**src/rtl/seq_bit_generator.sv**
```systemverilog
// seq_bit_generator
//
// Serial pattern transmitter. Accepts a parallel word over a load/ready handshake and
// shifts it out MSB-first, one bit per clock, with a valid strobe. It optionally carries a
// golden model of a sequence detector. That model flags every emitted bit that completes
// the latched pattern and counts the matches in each transfer.
//
// Optional feature macro: SEQ_GEN_MATCH_EN
//   defined   : history, fill counter, match and match_cnt logic are built in.
//   undefined : match and match_cnt are tied to 0 and seq is unused.
//
// Parameters
//   WIDTH   maximum word length in bits
//   SEQ_W   pattern length in bits
//   OVERLAP 1 = overlapping match counting, 0 = fill cleared after each match
//
// Ports
//   clk        in   system clock, rising edge
//   reset      in   synchronous, active-high reset
//   load       in   request to start a transfer (honoured only while ready)
//   word       in   data to send, sampled on accept
//   len        in   bits to send; 0 or anything above WIDTH means WIDTH
//   seq        in   pattern, sampled on accept
//   ready      out  high only in IDLE
//   dout       out  serial data bit
//   dvalid     out  dout is a valid stream bit
//   match      out  current dout bit completes the pattern
//   done       out  one-cycle pulse after the last bit
//   match_cnt  out  matches in the current or last transfer, saturating
//
// All outputs are registered.
module seq_bit_generator #(
  parameter int unsigned WIDTH   = 32,
  parameter int unsigned SEQ_W   = 4,
  parameter bit          OVERLAP = 1'b1
) (
  input  logic                       clk,
  input  logic                       reset,
  input  logic                       load,
  input  logic [WIDTH-1:0]           word,
  input  logic [$clog2(WIDTH):0]     len,
  input  logic [SEQ_W-1:0]           seq,
  output logic                       ready,
  output logic                       dout,
  output logic                       dvalid,
  output logic                       match,
  output logic                       done,
  output logic [$clog2(WIDTH):0]     match_cnt
);

  localparam int unsigned LenW = $clog2(WIDTH) + 1;
  localparam logic [LenW-1:0] WidthL = LenW'(WIDTH);

  typedef enum logic [1:0] {StIdle, StShift, StDone} state_e;

  state_e           state_q, state_d;
  logic [WIDTH-1:0] sreg_q, sreg_d;    // bits still to emit after the one on dout
  logic [LenW-1:0]  cnt_q, cnt_d;      // bits left, including the one on dout
  logic             dout_q, dout_d;
  logic             dvalid_q, dvalid_d;
  logic             done_q, done_d;
  logic             ready_q, ready_d;

  logic [LenW-1:0]  eff_len;
  logic [LenW-1:0]  shamt;
  logic [WIDTH-1:0] aligned;

  // A bit is put on dout at the coming edge. first marks the first bit of a transfer.
  logic             bit_fire;
  logic             bit_val;
  logic             first;

  always_comb begin
    eff_len = len;
    if (len == '0 || len > WidthL) eff_len = WidthL;
    shamt   = WidthL - eff_len;
    // Left-justify so that bit len-1 of the word lands on the MSB.
    aligned = word << shamt;
  end

  always_comb begin
    state_d  = state_q;
    sreg_d   = sreg_q;
    cnt_d    = cnt_q;
    dout_d   = 1'b0;
    dvalid_d = 1'b0;
    done_d   = 1'b0;
    ready_d  = 1'b0;
    bit_fire = 1'b0;
    bit_val  = 1'b0;
    first    = 1'b0;
    unique case (state_q)
      StIdle: begin
        ready_d = 1'b1;
        if (load) begin
          state_d  = StShift;
          ready_d  = 1'b0;
          dout_d   = aligned[WIDTH-1];
          dvalid_d = 1'b1;
          sreg_d   = aligned << 1;
          cnt_d    = eff_len;
          bit_fire = 1'b1;
          bit_val  = aligned[WIDTH-1];
          first    = 1'b1;
        end
      end
      StShift: begin
        if (cnt_q == LenW'(1)) begin
          state_d = StDone;
          done_d  = 1'b1;
        end else begin
          dout_d   = sreg_q[WIDTH-1];
          dvalid_d = 1'b1;
          sreg_d   = sreg_q << 1;
          cnt_d    = cnt_q - LenW'(1);
          bit_fire = 1'b1;
          bit_val  = sreg_q[WIDTH-1];
        end
      end
      StDone: begin
        state_d = StIdle;
        ready_d = 1'b1;
      end
      default: begin
        state_d = StIdle;
        ready_d = 1'b1;
      end
    endcase
  end

  always_ff @(posedge clk) begin
    if (reset) begin
      state_q  <= StIdle;
      sreg_q   <= '0;
      cnt_q    <= '0;
      dout_q   <= 1'b0;
      dvalid_q <= 1'b0;
      done_q   <= 1'b0;
      ready_q  <= 1'b1;
    end else begin
      state_q  <= state_d;
      sreg_q   <= sreg_d;
      cnt_q    <= cnt_d;
      dout_q   <= dout_d;
      dvalid_q <= dvalid_d;
      done_q   <= done_d;
      ready_q  <= ready_d;
    end
  end

  assign ready  = ready_q;
  assign dout   = dout_q;
  assign dvalid = dvalid_q;
  assign done   = done_q;

`ifdef SEQ_GEN_MATCH_EN
  localparam int unsigned FillW = $clog2(SEQ_W + 1);

  logic [SEQ_W-1:0] seq_q, seq_d;
  logic [SEQ_W-1:0] hist_q, hist_d;
  logic [FillW-1:0] fill_q, fill_d;
  logic             match_q, match_d;
  logic [LenW-1:0]  mcnt_q, mcnt_d;

  logic [SEQ_W-1:0] seq_cur;
  logic [SEQ_W-1:0] hist_base;
  logic [FillW-1:0] fill_base;
  logic [LenW-1:0]  mcnt_base;

  always_comb begin
    // On accept the model starts from a clean slate with the incoming pattern, so the
    // first bit is judged in the same cycle it is emitted.
    seq_cur   = first ? seq : seq_q;
    hist_base = first ? '0 : hist_q;
    fill_base = first ? '0 : fill_q;
    mcnt_base = first ? '0 : mcnt_q;

    seq_d   = seq_cur;
    hist_d  = hist_q;
    fill_d  = fill_q;
    mcnt_d  = mcnt_q;
    match_d = 1'b0;
    if (bit_fire) begin
      hist_d  = (hist_base << 1) | SEQ_W'(bit_val);
      fill_d  = (fill_base == FillW'(SEQ_W)) ? fill_base : fill_base + FillW'(1);
      match_d = (hist_d == seq_cur) && (fill_d == FillW'(SEQ_W));
      mcnt_d  = mcnt_base;
      if (match_d) begin
        if (mcnt_base != '1) mcnt_d = mcnt_base + LenW'(1);
        if (!OVERLAP) fill_d = '0;
      end
    end
  end

  always_ff @(posedge clk) begin
    if (reset) begin
      seq_q   <= '0;
      hist_q  <= '0;
      fill_q  <= '0;
      match_q <= 1'b0;
      mcnt_q  <= '0;
    end else begin
      seq_q   <= seq_d;
      hist_q  <= hist_d;
      fill_q  <= fill_d;
      match_q <= match_d;
      mcnt_q  <= mcnt_d;
    end
  end

  assign match     = match_q;
  assign match_cnt = mcnt_q;
`else
  logic unused_match_cfg;
  assign unused_match_cfg = ^{seq, first, bit_fire, bit_val, OVERLAP};

  assign match     = 1'b0;
  assign match_cnt = '0;
`endif

endmodule

```
**config.mk**
```make
export PLATFORM = sky130hd
export DESIGN_NAME = seq_bit_generator
export DESIGN_NICKNAME = d
export VERILOG_FILES = /design/src/rtl/seq_bit_generator.sv
export SDC_FILE = /design/constraint.sdc
export NUM_CORES = 1
export LEC_CHECK = 0
export CAP_MARGIN = 20
export CORE_MARGIN = 2
export CORE_UTILIZATION = 40
export DETAILED_ROUTE_END_ITERATION = 8
export PLACE_DENSITY = 0.59
export SLEW_MARGIN = 20
export SYNTH_ARGS = -nofsm -noshare
export SYNTH_HDL_FRONTEND = slang
export SYNTH_SLANG_ARGS = --single-unit
```
**constraint.sdc**
```tcl
create_clock -name clk -period 5.1 [get_ports clk]
set_clock_uncertainty 0.1 [all_clocks]
set_input_delay 1.02 -clock clk [delete_from_list [all_inputs] [get_ports clk]]
set_output_delay 1.02 -clock clk [all_outputs]
set_load 0.01 [all_outputs]
```
==> flow_summary.yaml, run 1 <==
yosys:
  async_flop_share: 0
  seq_area_frac_synth: 0.2181
  synthAdderAreaFrac: 0.009509
  synthTopCellsByArea: "dfxtp_1 (22%), mux4_2 (13%), mux2i_1 (9.6%)"
  yosysWarningCount: 0
  synthesis.area_mm2: 0.003948
  synth_top_family_by_area: "multiplexers"
  yosysTopAreaCell: "dfxtp_1"
  avgSynthCellArea_um2: 8.207
  synth.most_common_cell: "nand2_1"
  synth-xor-area-share: 0.01331
  muxShareOfSynthArea: 0.2333
  ys_ff_latch: 43
  synthSimpleGateAreaFrac: 0.2171
  yosys.cell_types.count: 66
  synth_top_flop_cell: "dfxtp_1"
  netlist_instances: 481
  synth-compound-area-share: 0.2282
  synth_common_cells: "nand2_1 (56), nor2_1 (47), dfxtp_1 (43)"
  synth_edf_count: 0
  yosys.area.top_type_share: 0.2181
floorplan:
  initial_core_util: 0.4076
  die-area_mm2: 0.01068
  die_x_um: 103.3
  die_h_um: 103.3
  core_mm2: 0.009684
  row_count: 36
  io-pin-count: 56
clock_tree:
  cts_buffer_depth: 2
  cts-resized-gates: 0
  postCtsSetupRepairBufs: 0
  cts_sinks: 43
  cts_buffers: 5
  path_clk_slew_ns: 0.09
  cts_root_buffer: "clkbuf_8"
  cts_hold_buf: 0
  cts_tree: "yes"
  clock_latency_ns: 0.30
  htree_levels: 2
sta:
  maxClockFrequency_mhz: 228.9
  setup_viol: 0
  hold_viol_final: 0
  slew_headroom: 0.4029
  period_needed_ns: 4.369
  fin_crit_sh: 0.8566
  rsz0062_at_grt: "false"
  tns_ns: 0
  final_max_slew_viol_count: 0
  worstMarginPinSlew_ns: 0.8863
final_layout:
  finish.instance_area_mm2: 0.004499
  diodes: 0
  post-route-util: 0.4646
  final_nets: 547
  layout-drive-gt1-share: 0.1240
  instances_no_fill: 633
  nFillCells: 982
  syn2layout_area_growth_pct: 13.98
placed_design:
  placed_area_mm2: 0.004382
  port-buffer-count: 44
  dp.cells: 625
  dp_hpwl_um: 8564
  place.gp.congestion: 0.8802
run:
  max-cap-violations: 0
setup_path:
  path_max_fanout: 19
  endpoint_kind: "register"
  cp_data_arrival_time_ns: 4.48
  rrSetupSlack_ns: 2.45
  r2r-end: "sreg_q[25]"
  r2r-start: "cnt_q[1]"
  cp-startpoint: "len[5]"
  critical_path_required_ns: 5.21
  start_kind: "input port"
  r2r_cells: 8
  critPathKind: "input port to register"
min_path:
  min_path_type: "register to register"
  hold_depth: 2
  hp-start: "sreg_q[1]"
  holdPathEnd: "sreg_q[1]"
grt:
  grt_pass1_vias: 3475
  gr-total-overflow: 0
  grt_max_degree: 47
  antenna_found_initial: 0
  globalRouteTotalUtil: 0.2233
  grt_pass1_wl_um: 18660
detailed_routing:
  first_iter_violations: 364
  num_vias: 3784
  wl_per_cell_um: 18.30
  viasPerCell: 5.978
  firstDrtPassIters: 4
  ant_nets: 0
  drcViolationCount: 0
  drt_wl_total_um: 11590
outcome:
  status: "finished clean"
power:
  vdd_ir_drop_max_mv: 0.1060
  powerDensity_mw_per_mm2: 264.5
  power_leakage_nw: 1.667
routing by layer:
layer | up-vias | share of wire | track usage | wire length [um]
li1 | 1839 | - | - | -
met1 | 1793 | 0.47 | 0.3336 | 5458
met2 | 133 | 0.45 | 0.3414 | 5175
met3 | 19 | 0.061 | 0.02285 | 712
met4 | 0 | 0.021 | 0.06377 | 238
met5 | - | 0 | 0 | 0
cells in the final DEF (no fill, tap or decap), types with 3 or more instances in the layout:
master	count
a31oi_1	4
nor2b_1	3
o2111ai_1	3
dfxtp_1	43
o21bai_1	3
or3_1	6
nand2b_1	5
nand3_1	24
nand4_1	3
mux2i_1	38
mux4_2	22
nor3_1	17
clkbuf_8	6
inv_1	4
a221oi_1	11
a2111oi_0	4
nand2_1	56
nor2_1	47
conb_1	7
o21ai_0	24
o21ai_1	3
o211ai_1	11
a21oi_1	24
or2_2	3
o311ai_0	3
clkdlybuf4s50_1	44
buf_4	11
mux2_2	4
a211oi_1	16
ha_1	3
stage by stage:
step / total power [mW] / hold slack [ns] / setup WS (ns)
final: 1.190 / 0.3927 / 0.7313
after global routing: 1.261 / 0.4135 / 0.4561
after CTS: 1.189 / 0.3966 / 0.7404
after detailed placement: 0.9114 / 0.3751 / 0.4269
after global placement: 0.9046 / 0.3688 / 0.4641
after floorplan: 0.7708 / 0.3465 / 1.354
power by group:
part / internal (mW) / switching (mW)
clock: 0.159 / 0.122
combinational: 0.212 / 0.294
sequential: 0.377 / 0.0267
state kept, by name, summed over array words and instances, names as in the netlist:
register,flops
cnt_q,6
done,1
dout,1
dvalid,1
ready,1
sreg_q,31
state_q,2
critical path, cell delays in order:
cell and delay [ns]:
clkdlybuf4s50_1 0.69, nor2b_4 0.07, inv_2 0.30, ha_1 0.56
or4b_1 0.51, o211a_1 0.28, nor2_2 0.55, a32oi_1 0.19
a311oi_1 0.29
final cells by class:
class / instances / area [um^2] / area share
multi-input cells: 388 / 2809 / 0.6243
flip-flops and latches: 43 / 860.8 / 0.1913
repair buffers: 55 / 523.0 / 0.1162
well taps: 133 / 166.4 / 0.03699
clock buffers: 6 / 82.58 / 0.01835
clock inverters: 2 / 35.03 / 0.007786
inverters: 6 / 22.52 / 0.005006
how the worst max path moves through the flow:
stage	endpoint	cells after the start	slack, ns
2_1_floorplan	sreg_q[24]	14	1.35
3_3_place_gp	sreg_q[24]	9	0.46
3_5_place_dp	sreg_q[24]	9	0.43
4_1_cts	sreg_q[24]	9	0.74
5_1_grt	sreg_q[24]	9	0.46
6_report	sreg_q[24]	9	0.73
cells by family (layout without fill, tap and decap cells):
| logic type | count (synthesis) | after routing |
|---|---|---|
| AOI/OAI and AO/OA | 130 | 130 |
| xor gates and xnor gates | 3 | 3 |
| adders and majority gates | 3 | 3 |
| buffers and inverters | 56 | 69 |
| DFF | 43 | 43 |
| muxes | 64 | 64 |
| other | 1 | 7 |
| and+or+nand+nor | 181 | 181 |
No activity file was read; power rests on OpenSTA's default activity.
==> run 2, diff against run 1 <==
--- a/config.mk
+++ b/config.mk
@@ -6,10 +6,12 @@
 export NUM_CORES = 1
 export LEC_CHECK = 0
 export CAP_MARGIN = 20
+export CORE_ASPECT_RATIO = 0.75
 export CORE_MARGIN = 2
 export CORE_UTILIZATION = 40
 export DETAILED_ROUTE_END_ITERATION = 8
 export PLACE_DENSITY = 0.59
+export REMOVE_ABC_BUFFERS = 1
 export SLEW_MARGIN = 20
 export SYNTH_ARGS = -nofsm -noshare
 export SYNTH_HDL_FRONTEND = slang
==> flow_summary.yaml, run 2 (synthesis gave the netlist of run 1 again) <==
final_layout:
  regMostFlops: "sreg_q"
  instances_no_fill: 638
  regArea_um2: 860.8
  syn2layout_area_growth_pct: 16.51
  diodes: 0
  final_common_cell: "nand2_1"
  largest_reg_flops: 31
  final_nets: 553
  largestRegisters: "sreg_q x31, cnt_q x6, state_q x2"
  layout_common_cells: "nand2_1 (56), nor2_1 (47), clkdlybuf4s50_1 (44)"
  layout-drive-gt1-share: 0.1344
  nFillCells: 990
  multi_input_area_mm2: 0.002809
clock_tree:
  cts_hold_buf: 0
  cts_sinks: 43
  htree_levels: 2
  cts_root_buffer: "clkbuf_16"
  cts-resized-gates: 0
  cts_buffers: 5
  cts_buffer_depth: 2
  path_clk_slew_ns: 0.06
  clock_latency_ns: 0.29
  postCtsSetupRepairBufs: 0
  cts_tree: "yes"
sta:
  tns_ns: 0
  maxClockFrequency_mhz: 249.1
  setup_viol: 0
  final_max_slew_viol_count: 0
  period_needed_ns: 4.015
  rsz0062_at_grt: "false"
  finalWorstSetupSlack_ns: 1.085
  worstMarginPinSlew_ns: 1.015
  fin_crit_sh: 0.7873
  slew_headroom: 0.3197
  hold_viol_final: 0
grt:
  globalRouteTotalUtil: 0.2330
  gr-total-overflow: 0
  grt_pass1_wl_um: 19930
  grt_pass1_vias: 3640
  grt_max_degree: 39
  antenna_found_initial: 0
power:
  clock_power_share: 0.291
  power_leakage_nw: 1.721
  seqPwrFrac: 0.308
  switching_share: 0.3583
  p_comb_frac: 0.401
  vdd_ir_drop_max_mv: 0.1654
  powerDensity_mw_per_mm2: 284.2
  p_switching_mw: 0.4684
  p_int_mw: 0.8388
setup_path:
  critPathKind: "input port to register"
  critical_path_required_ns: 5.14
  start_kind: "input port"
  endpoint_kind: "register"
  path_max_fanout: 28
  cp_data_arrival_time_ns: 4.05
detailed_routing:
  firstDrtPassIters: 5
  ant_nets: 0
  drt_wl_total_um: 12560
  viasPerCell: 6.223
  wl_per_cell_um: 19.69
  drcViolationCount: 0
  first_iter_violations: 314
  num_vias: 3970
floorplan:
  die_x_um: 118.7
  row_count: 31
  initial_core_util: 0.4104
  die_h_um: 90.04
  io-pin-count: 56
  core_mm2: 0.009619
  die-area_mm2: 0.01069
placed_design:
  dp_hpwl_um: 9218
  port-buffer-count: 44
  dp.cells: 630
  dp_slack_ns: 0.8315
  place.gp.congestion: 0.8572
run:
  max-cap-violations: 0
min_path:
  min_path_type: "register to register"
outcome:
  status: "finished clean"
==> run 2: changes by cell type in the layout (fill, tap and decap cells not counted) <==
cell / before / now
buf_4: 11 / 17
clkbuf_16: 0 / 5
clkbuf_8: 6 / 1
==> run 2: power by group through the flow <==
stage / combinational (mW) / sequential (mW) / clock [mW]
2_1_floorplan: 0.339 / 0.404 / 0
3_3_place_gp: 0.513 / 0.407 / 0
3_5_place_dp: 0.516 / 0.409 / 0
4_1_cts: 0.519 / 0.401 / 0.387
5_1_grt: 0.570 / 0.406 / 0.405
6_report: 0.525 / 0.402 / 0.380
==> run 2: path summary, 6_finish.rpt <==
path	slack, ns	from	cells after the start	end
worst min register to register	0.39	sreg_q[7]	2	sreg_q[7]
worst max-delay path	1.08	len[0]	11	sreg_q[26]
worst max register to register	2.47	cnt_q[1]	8	sreg_q[25]
worst min-delay path	0.39	sreg_q[7]	2	sreg_q[7]
==> run 2: area by class of cell <==
class / instances / share of cell area
Sequential cell: 43 / 0.1872
Clock buffer: 6 / 0.03020
Inverter: 6 / 0.004897
Clock inverter: 2 / 0.007617
Multi-Input combinational cell: 388 / 0.6107
Tap cell: 132 / 0.03591
Timing Repair Buffer: 61 / 0.1235
==> run 2: worst max-delay path, stage by stage <==
cell             delay [ns]
clkdlybuf4s50_1        0.56
nor2b_4                0.19
inv_2                  0.05
ha_1                   0.27
buf_4                  0.35
mux2i_1                0.54
nand2_1                0.14
nand3_1                0.11
o21ai_0                0.19
o311ai_1               0.46
a211oi_1               0.15
==> run 2: stage by stage <==
| stage | instance area [um^2] | total power [mW] | hold WS (ns) | util |
|---|---|---|---|---|
| after floorplan | 3679 | 0.7428 | 0.3465 | - |
| after global placement | 4425 | 0.9205 | 0.3735 | 0.4601 |
| after detailed placement | 4425 | 0.9250 | 0.3799 | 0.4601 |
| after CTS | 4599 | 1.308 | 0.3919 | 0.4781 |
| after global routing | 4599 | 1.382 | 0.4162 | 0.4781 |
| final | 4599 | 1.307 | 0.3942 | 0.4781 |
==> run 2: metal layers <==
metal,vias up,GRT usage,wire (um)
met5,-,0,0
met4,0,0.04563,165
met3,16,0.05647,1108
met2,183,0.3333,5419
met1,1915,0.3531,5869
li1,1856,-,-
==> run 3, diff against run 2 <==
--- a/config.mk
+++ b/config.mk
@@ -10,7 +10,7 @@
 export CORE_MARGIN = 2
 export CORE_UTILIZATION = 40
 export DETAILED_ROUTE_END_ITERATION = 8
-export PLACE_DENSITY = 0.59
+export PLACE_DENSITY = 0.61
 export REMOVE_ABC_BUFFERS = 1
 export SLEW_MARGIN = 20
 export SYNTH_ARGS = -nofsm -noshare
==> constraint.sdc (replaced) <==
create_clock -name clk -period 3.4 [get_ports clk]
set_clock_uncertainty 0.1 [all_clocks]
set_input_delay 0.68 -clock clk [delete_from_list [all_inputs] [get_ports clk]]
set_output_delay 0.68 -clock clk [all_outputs]
set_load 0.01 [all_outputs]
==> flow_summary.yaml, run 3 (synthesis gave the netlist of run 1 again) <==
sta:
  hold_slack_ns: 0.3965
  worstMarginPinSlew_ns: 0.6716
  finalWorstSetupSlack_ns: 0.1715
  setup_viol: 0
  rsz0062_at_grt: "false"
  hold_viol_final: 0
  slew_headroom: 0.5503
  period_needed_ns: 3.228
  final_max_slew_viol_count: 0
  fin_crit_sh: 0.9495
  maxClockFrequency_mhz: 309.7
floorplan:
  core_mm2: 0.009619
  initial_core_util: 0.4104
  io-pin-count: 56
  die-area_mm2: 0.01069
  row_count: 31
  die_h_um: 90.04
  die_x_um: 118.7
placed_design:
  port-buffer-count: 44
  dp_hpwl_um: 10020
  place.gp.congestion: 0.9413
  dp_slack_ns: -0.1894
detailed_routing:
  num_vias: 4053
  firstDrtPassIters: 5
  ant_nets: 0
  viasPerCell: 5.857
  drt_wl_total_um: 12790
  first_iter_violations: 269
  wl_per_cell_um: 18.48
  drcViolationCount: 0
grt:
  gr-total-overflow: 0
  grt_max_degree: 37
  grt_pass1_vias: 3855
  grt_pass1_wl_um: 21050
  antenna_found_initial: 0
  globalRouteTotalUtil: 0.2430
setup_path:
  cp-startpoint: "len[0]"
  r2r-end: "sreg_q[30]"
  start_kind: "input port"
  r2r-start: "cnt_q[1]"
  r2r_cells: 9
  endpoint: "sreg_q[25]"
  critPathKind: "input port to register"
  path_max_fanout: 8
  rrSetupSlack_ns: 0.98
  cp_data_arrival_time_ns: 3.33
  critical_path_required_ns: 3.50
  endpoint_kind: "register"
clock_tree:
  clock_latency_ns: 0.29
  cts_buffer_depth: 2
  cts_buffers: 5
  path_clk_slew_ns: 0.06
  cts_root_buffer: "clkbuf_16"
  htree_levels: 2
  postCtsSetupRepairBufs: 0
  cts_tree: "yes"
  cts_sinks: 43
power:
  p_int_mw: 1.249
  p_comb_frac: 0.452
  seqPwrFrac: 0.309
  switching_share: 0.3617
  p_switching_mw: 0.7079
  vdd_ir_drop_max_mv: 0.2468
  power_leakage_nw: 1.971
  clock_power_share: 0.239
  powerDensity_mw_per_mm2: 391.2
final_layout:
  final_common_cell: "buf_4"
  layout-drive-gt1-share: 0.2196
  layout_common_cells: "buf_4 (69), nand2_1 (56), nor2_1 (47)"
  final_nets: 607
  syn2layout_area_growth_pct: 26.75
  diodes: 0
  post-route-util: 0.5202
  largest_reg_flops: 31
  regMostFlops: "sreg_q"
  largestRegisters: "sreg_q x31, cnt_q x6, state_q x2"
run:
  max-cap-violations: 0
outcome:
  status: "finished clean"
min_path:
  min_path_type: "register to register"
[run 3: cell count changes in the layout (fill, tap and decap cells not counted), moves of 2 or more]
| cell | change |
|---|---|
| buf_12 | +2 |
| mux2i_2 | +2 |
| buf_4 | +52 |
| mux2i_1 | -2 |
| clkbuf_1 | +2 |
[run 3: final cells by class]
cell class              count  area [um^2]
fillers                   957         4616
repair buffers            115        998.5
clock inverters             1        5.005
flip-flops and latches     43        860.8
multi-input cells         388         2819
clock buffers               7        132.6
inverters                   6        22.52
well taps                 132        165.2
[run 3: power groups by stage]
stage | combinational [mW] | sequential, mW | clock (mW)
2_1_floorplan | 0.508 | 0.606 | 0
3_3_place_gp | 0.861 | 0.612 | 0
3_5_place_dp | 0.872 | 0.615 | 0
4_1_cts | 0.877 | 0.604 | 0.472
5_1_grt | 0.969 | 0.613 | 0.492
6_report | 0.885 | 0.605 | 0.468
[run 3: timing repair]
action                                  in CTS  in global routing
endpoints found under the setup margin       0                 17
gates resized for setup                      0                  4
hold buffers                                 0                  0
endpoints found under the hold margin        0                  0
[run 3: how the worst min path moves through the flow]
stage	from	to	slack, ns	depth (start not counted)
finish	sreg_q[1]	sreg_q[1]	0.40	2
global route	sreg_q[11]	sreg_q[11]	0.41	2
CTS	sreg_q[1]	sreg_q[1]	0.40	2
detailed placement	sreg_q[1]	sreg_q[1]	0.38	2
global placement	sreg_q[1]	sreg_q[1]	0.37	2
floorplan	sreg_q[31]	dout	0.35	2
[run 3: worst max-delay path, cell delays in order]
cell             delay, ns
clkdlybuf4s50_1       0.42
buf_4                 0.15
o31a_1                0.30
or3_1                 0.50
buf_4                 0.25
a2111oi_0             0.51
buf_4                 0.20
o21ai_0               0.11
a31oi_1               0.20
[run 3: stage by stage]
stage / power [mW] / area, um^2 / std cells / setup TNS (ns)
global route: 2.074 / 5004 / 692 / 0
global placement: 1.473 / 4856 / 684 / -1.919
finish: 1.957 / 5004 / 692 / 0
detailed placement: 1.487 / 4856 / 684 / -2.412
floorplan: 1.114 / 3679 / 437 / -84.85
CTS: 1.953 / 4994 / 692 / 0
[run 3: per-layer routing]
metal / share of wire / track usage
met1: 0.49 / 0.3702
met2: 0.44 / 0.3693
met3: 0.056 / 0.03744
met4: 0.0074 / 0.03075
met5: 0 / 0
